--- src/rtl/modulo_controle_rolhas.sv ---
// modulo_controle_rolhas: cork stock controller with timed sealing and incremental refill
module modulo_controle_rolhas #(
  parameter int CAPACIDADE   = 99,
  parameter int REPOSICAO    = 25,
  parameter int LIMIAR_BAIXO = 5,
  parameter int T_VEDA       = 3
) (
  input  logic       clk,
  input  logic       rst,
  input  logic       vedar_req,
  input  logic       repor,
  output logic       vedar_ack,
  output logic       falha,
  output logic       repor_fim,
  output logic       ocupado,
  output logic [6:0] estoque_out,
  output logic       estoque_en,
  output logic       sem_rolha,
  output logic       estoque_baixo
);
  localparam int TW = $clog2(T_VEDA + 1);
  typedef enum logic [1:0] {OCIOSO, VEDANDO, REPONDO} estado_t;
  estado_t estado;
  logic [6:0] count, count_d, added;
  logic [TW-1:0] timer;
  logic repor_pend;
  assign estoque_out   = count;
  assign ocupado       = estado != OCIOSO;
  assign sem_rolha     = count == '0;
  assign estoque_baixo = count <= 7'(LIMIAR_BAIXO);
  always_ff @(posedge clk) begin
    if (rst) begin
      estado     <= OCIOSO;
      count      <= '0;
      count_d    <= '0;
      added      <= '0;
      timer      <= '0;
      repor_pend <= 1'b0;
      vedar_ack  <= 1'b0;
      falha      <= 1'b0;
      repor_fim  <= 1'b0;
      estoque_en <= 1'b0;
    end else begin
      vedar_ack  <= 1'b0;
      falha      <= 1'b0;
      repor_fim  <= 1'b0;
      count_d    <= count;
      // enable trails the count change by one cycle
      estoque_en <= count != count_d;
      case (estado)
        OCIOSO: begin
          if (repor || repor_pend) begin
            estado     <= REPONDO;
            added      <= '0;
            repor_pend <= 1'b0;
          end else if (vedar_req && count != '0) begin
            estado <= VEDANDO;
            timer  <= TW'(T_VEDA - 1);
          end else if (vedar_req) begin
            falha <= 1'b1;
          end
        end
        VEDANDO: begin
          if (repor) repor_pend <= 1'b1;
          if (timer == '0) begin
            count     <= count - 7'd1;
            vedar_ack <= 1'b1;
            estado    <= OCIOSO;
          end else begin
            timer <= timer - TW'(1);
          end
        end
        REPONDO: begin
          if (added < 7'(REPOSICAO) && count < 7'(CAPACIDADE)) begin
            count <= count + 7'd1;
            added <= added + 7'd1;
          end else begin
            repor_fim <= 1'b1;
            estado    <= OCIOSO;
          end
        end
        default: estado <= OCIOSO;
      endcase
    end
  end
endmodule

--- config.mk ---
export PLATFORM = sky130hd
export DESIGN_NAME = modulo_controle_rolhas
export DESIGN_NICKNAME = d
export VERILOG_FILES = /design/src/rtl/modulo_controle_rolhas.sv
export SDC_FILE = /design/constraint.sdc
export NUM_CORES = 1
export LEC_CHECK = 0
export CORE_UTILIZATION = 37
export CTS_CLUSTER_DIAMETER = 50
export DETAILED_ROUTE_END_ITERATION = 12
export GPL_ROUTABILITY_DRIVEN = 0
export PLACE_DENSITY = 0.62
export SLEW_MARGIN = 20
export SYNTH_ARGS = -nofsm -noshare
export SYNTH_HDL_FRONTEND = slang
export SYNTH_SLANG_ARGS = --single-unit
export TNS_END_PERCENT = 5
--- constraint.sdc ---
create_clock -name clk -period 4.19 [get_ports clk]
set_clock_uncertainty 0.1 [all_clocks]
set_input_delay 0.838 -clock clk [delete_from_list [all_inputs] [get_ports clk]]
set_output_delay 0.838 -clock clk [all_outputs]
set_load 0.02 [all_outputs]
## After elaboration in Yosys (flattened, before gate mapping)

Cells that the tools add are included.
Widths: inputs -> output; s select.

| operators by class | value |
|---|---|
| $add $sub $neg | 4 |
| $lt $le $gt $ge | 3 |
| eq/ne operators | 12 |
| multiplexer cells | 21 |
| bitwise logic cells | 3 |
| reduce and logical (&&, ||, !) cells | 19 |

Operators with widths:

| cell | number |
|---|---|
| $mux 7 | 4 |
| $pmux 7 s2 | 2 |
| $ne 2x2->1 const B | 8 |
| $add 7x1->7 const B | 2 |
| $mux 2 | 7 |
| $reduce_and 3->1 | 4 |
| $reduce_bool 2->1 | 4 |
| $le 7x3->1 const B | 1 |
| $logic_not 7->1 | 1 |
| $lt 7x5->1 const B | 1 |
| $lt 7x7->1 const B | 1 |
| $ne 7x7->1 | 1 |
| $reduce_bool 7->1 | 1 |
| $sub 7x1->7 const B | 1 |
| $pmux 2 s3 | 1 |
| $mux 1 | 5 |
| $logic_not 2->1 | 2 |
| $pmux 2 s2 | 1 |
| $reduce_and 4->1 | 1 |
| $reduce_or 2->1 | 2 |
| $reduce_or 4->1 | 1 |
| $ne 3x3->1 const B | 1 |
| $not 1->1 | 3 |
| $eq 2x1->1 const B | 1 |
| other kinds (5) | 6 |

| storage, ports and cells | value |
|---|---|
| register bits after elaboration | 30 |
| output and inout bits | 14 |
| word-level logic and storage cells | 72 |

## Depth between registers and ports, before layout

| depth | value |
|---|---|
| depth in word-level cells | 5 |
| gate-level depth with buffers | 8 |

## Least setup slack after synthesis

OpenSTA, ideal clock, no wires.

| timing | value |
|---|---|
| path kind | flip-flop to output port |
| start | register count[3], in the netlist estoque_out[3] |
| end | output port sem_rolha |
| arrival | 1.682 ns |
| setup slack | 1.570 ns |
| cell stages (with the launch flop) | 3 |
| path buffers | 0 |
| cells stage by stage | dfxtp_1 -> or4_1 -> nor4_1 |

| on the way | value |
|---|---|
| cells in the longest elaborated chain, start to end | 1 |

RTL lines:

| what | RTL line | RTL |
|---|---|---|
| start: declaration | 24 | `logic [6:0] count, count_d, added;` |
| start signal: assignment | 66 | `count <= count - 7'd1;` |
| start signal: assignment | 75 | `count <= count + 7'd1;` |
| $logic_not 7->1 | 29 | `assign sem_rolha = count == '0;` |
| end: declaration | 18 | `output logic sem_rolha,` |

No other way between the ends.

## Final worst setup path

Same ends and word-level chain as after synthesis.

==> results by stage <==
Yosys:
- During synthesis, Yosys emitted a total of 0 warnings.
- The number of synthesized register bits is 30.
- The area of the mapped netlist is 1480 um2.
- A synthesized cell averages 9.48 um2.
- The fraction of post-synthesis cell area in the top cell type by area is 0.406.
- In the post-synthesis netlist, the cell with the most instances is sky130_fd_sc_hd__dfxtp_1.
- The share of synthesized area occupied by flip-flops and latches is 0.406.
- Ranked by instance count, the synthesized netlist is headed by sky130_fd_sc_hd__dfxtp_1 (30), sky130_fd_sc_hd__nor2_1 (20), sky130_fd_sc_hd__nor2b_1 (12).
- In the synthesized netlist the dominant register cell turns out to be sky130_fd_sc_hd__dfxtp_1.
- By area the synthesized netlist is led by sky130_fd_sc_hd__dfxtp_1 (41%), sky130_fd_sc_hd__ha_1 (5.9%), sky130_fd_sc_hd__nor2_1 (5.1%).
- The net count of the mapped netlist is 168.
- Counting distinct cell types in the post-synthesis netlist gives 42.
- Counting every instance in the synthesized netlist gives 156.
- The number of flops mapped to enable cells by yosys is 0.
- Of all flip-flops after synthesis, the portion carrying an async set or reset was 0.
- Of all cell types, the one taking the most synthesized area is sky130_fd_sc_hd__dfxtp_1.

Cells and area:
- The number of filler cells placed in the layout is 354.
- The area growth from synthesis to final layout is 20.6%.
- The final standard cell count with taps included and fillers excluded is 225.
- The number of antenna diodes in the final layout is 0.
- The layout net count is 188.
- Across the whole layout, storage elements account for 601 um2.
- Summing all multi-input logic gate instances after layout gives 843 um2.
- The ratio of cells with drive above 1 in the final layout is 0.0847.

Global routing:
- The largest net degree at the start of global routing is 27.
- The via count of the first global-routing pass is 1154.
- The global route total overflow is 0.
- The number of antenna violations at the first check in global routing was 0.
- The wire length of the first global-routing pass is 5.09 mm.
- The overall track demand over capacity in global routing is 0.156.

Clocking:
- The total CTS buffers is 5.
- Post-CTS repair changed the size of 0 cells.
- The maximum root-to-sink buffer count is 2.
- TritonCTS built the clock tree.
- The number of buffers added to fix hold violations after cts is 0.
- The post-CTS setup buffer count is 0.
- After clock tree synthesis, the clock-pin slew on the worst setup and hold paths is 60 ps.
- The H-tree was split into 2 levels.
- Counting every sink on the clock net gives 30.
- The later pin in the worst-skew pair is clocked with a latency of 270 ps.
- CTS placed an instance of sky130_fd_sc_hd__clkbuf_8 at the clock tree root.

Drt:
- The total DRC errors in the routed layout is 0.
- For this run, the detailed router's first-pass iteration total came to 4.
- Once detail routing completed, the nets flagged for antenna violations numbered 0.
- Summed over all layers, the routed wires come to 2.84 mm.
- For this block, the via count after detailed routing is 1168.
- The post-detailed-route via-to-cell ratio is 5.19.
- In this run, the number of DRC markers left after iteration 0 of detailed routing was 54.
- Dividing the detail-routed wire length by the instance count gives 12.6 um.

STA:
- In this run the tightest slew margin relative to its limit is 0.385.
- The number of setup violations in the final report is 0.
- The count of final hold-check violations came to 0.
- The clock period could shrink to 3110 ps.
- Setup repair after global routing left no endpoint under its margin.
- The actual transition at the worst max-transition pin is 919 ps.
- Dividing the final minimum period by the clock period gives 0.741.
- The number of max-slew violations in the final report is 0.
- The top achievable clock speed is 322 MHz.
- After routing, the total negative slack on setup checks comes to 0 ps.

Setup path:
- The setup check on the worst reg-to-reg path leaves a slack of 1460 ps.
- The critical path is of the reg -> out type.
- For the worst setup path, the data required time is 3250 ps.
- The type of element capturing the critical path is an output port.
- The highest fanout seen on the critical path is 7.
- STA classifies the critical path startpoint as a flop.
- The worst path arrival time is 2170 ps.

Job:
- Across the run, the number of max-cap violations was 0.

Worst hold path:
- In this run the worst hold path is classified as reg -> reg.

Pwr:
- Of the total power, combinational logic draws 0.447.
- Power spread over the standard cell area amounts to 641 nW/um2.
- Cell internal power was estimated by the tool at 714 uW.
- IR analysis of the VDD net gives a maximum drop of 244 uV.
- The switching share of power is 0.376.
- Power comes to 1140 uW.
- The sequential power share is 0.350.
- The static power due to leakage is 0.000709 uW.
- The clock share of power is 0.204.
- The switching power is 430 uW.

Die:
- The die boundary height is 65.2 um.
- The core region is 3740 um2.
- The number of primary I/O pins is 18.
- The number of placement rows is 22.
- The horizontal die dimension is 65.2 um.
- The initial utilization of the core area, before any placement, comes to 0.395.
- The area enclosed by the die boundary is 4250 um2.

Outcome:
- The run finished with clean final reports.

Place:
- The HPWL after detailed placement is 2.11 mm.
- In this run, placement finished with an instance count of 217.
- During placement, the flow inserted port buffers numbering 17.
[cells in the final DEF (no fill, tap or decap), drive strengths merged, types with 5 or more instances in the layout]
| master | Yosys | final |
|---|---|---|
| clkbuf | 3 | 7 |
| nor2 | 20 | 20 |
| xnor2 | 6 | 6 |
| mux2i | 6 | 6 |
| nor2b | 12 | 12 |
| inv | 5 | 5 |
| nand2 | 7 | 7 |
| a21oi | 6 | 6 |
| clkdlybuf4s50 | 0 | 17 |
| o21ai | 6 | 6 |
| ha | 7 | 7 |
| dfxtp | 30 | 30 |
[flip-flops by register name, indices dropped and copies added (netlist names)]
| register | count |
|---|---|
| timer | 2 |
| repor_fim | 1 |
| estoque_out | 7 |
| vedar_ack | 1 |
| added | 7 |
| estoque_en | 1 |
| estado | 2 |
| falha | 1 |
| count_d | 7 |
| repor_pend | 1 |
[critical path: stages (launching register included)]
cell                              delay [ps]
sky130_fd_sc_hd__dfxtp_1                 380
sky130_fd_sc_hd__or4_1                   590
sky130_fd_sc_hd__nor4_1                  260
sky130_fd_sc_hd__clkdlybuf4s50_1         670
[cells by family after synthesis]
logic type / count (synthesis) / synth area share
buffers and inverters: 9 / 0.0237
AND/OR/NAND/NOR: 61 / 0.228
multiplexers: 7 / 0.0482
adder cells (fa/ha/maj): 8 / 0.0728
flip-flops: 30 / 0.406
AO/OA/AOI/OAI: 31 / 0.162
XOR/XNOR: 10 / 0.0592
[through the flow]
| step | utilization | setup slack, ps | instance area, um2 | hold slack [ps] |
|---|---|---|---|---|
| 3_3_place_gp | 0.452 | 1400 | 1690 | 339 |
| 4_1_cts | 0.477 | 1080 | 1780 | 360 |
| 3_5_place_dp | 0.452 | 1370 | 1690 | 349 |
| 2_1_floorplan | - | 1570 | 1480 | 331 |
| 6_report | 0.477 | 1080 | 1780 | 355 |
| 5_1_grt | 0.477 | 940 | 1780 | 383 |
[power groups by stage]
stage / clock [uW] / sequential, uW / combinational [uW]
6_report: 233 / 400 / 511
5_1_grt: 254 / 410 / 567
4_1_cts: 239 / 401 / 513
3_5_place_dp: 0 / 408 / 510
3_3_place_gp: 0 / 404 / 503
2_1_floorplan: 0 / 420 / 333
[routing by layer]
metal | routed length [um] | GRT usage
met5 | 0 | 0
met4 | 35 | 0.0462
met3 | 141 | 0.0503
met2 | 1340 | 0.268
met1 | 1320 | 0.184
[worst paths after layout]
| path | to | depth (start not counted) | startpoint |
|---|---|---|---|
| worst min register to register | timer[1] | 2 | timer[1] |
| worst max register to register | estoque_out[6] | 7 | estado[0] |
| worst min-delay path | timer[1] | 2 | timer[1] |
| worst max-delay path | sem_rolha | 3 | estoque_out[3] |
[area by class of cell]
class | count | share of cell area
Sequential cell | 30 | 0.337
Clock inverter | 1 | 0.00281
Inverter | 5 | 0.0105
Timing Repair Buffer | 17 | 0.0954
Tap cell | 48 | 0.0337
Clock buffer | 7 | 0.0484
Multi-Input combinational cell | 117 | 0.473
(Power assumes the default switching activity.)
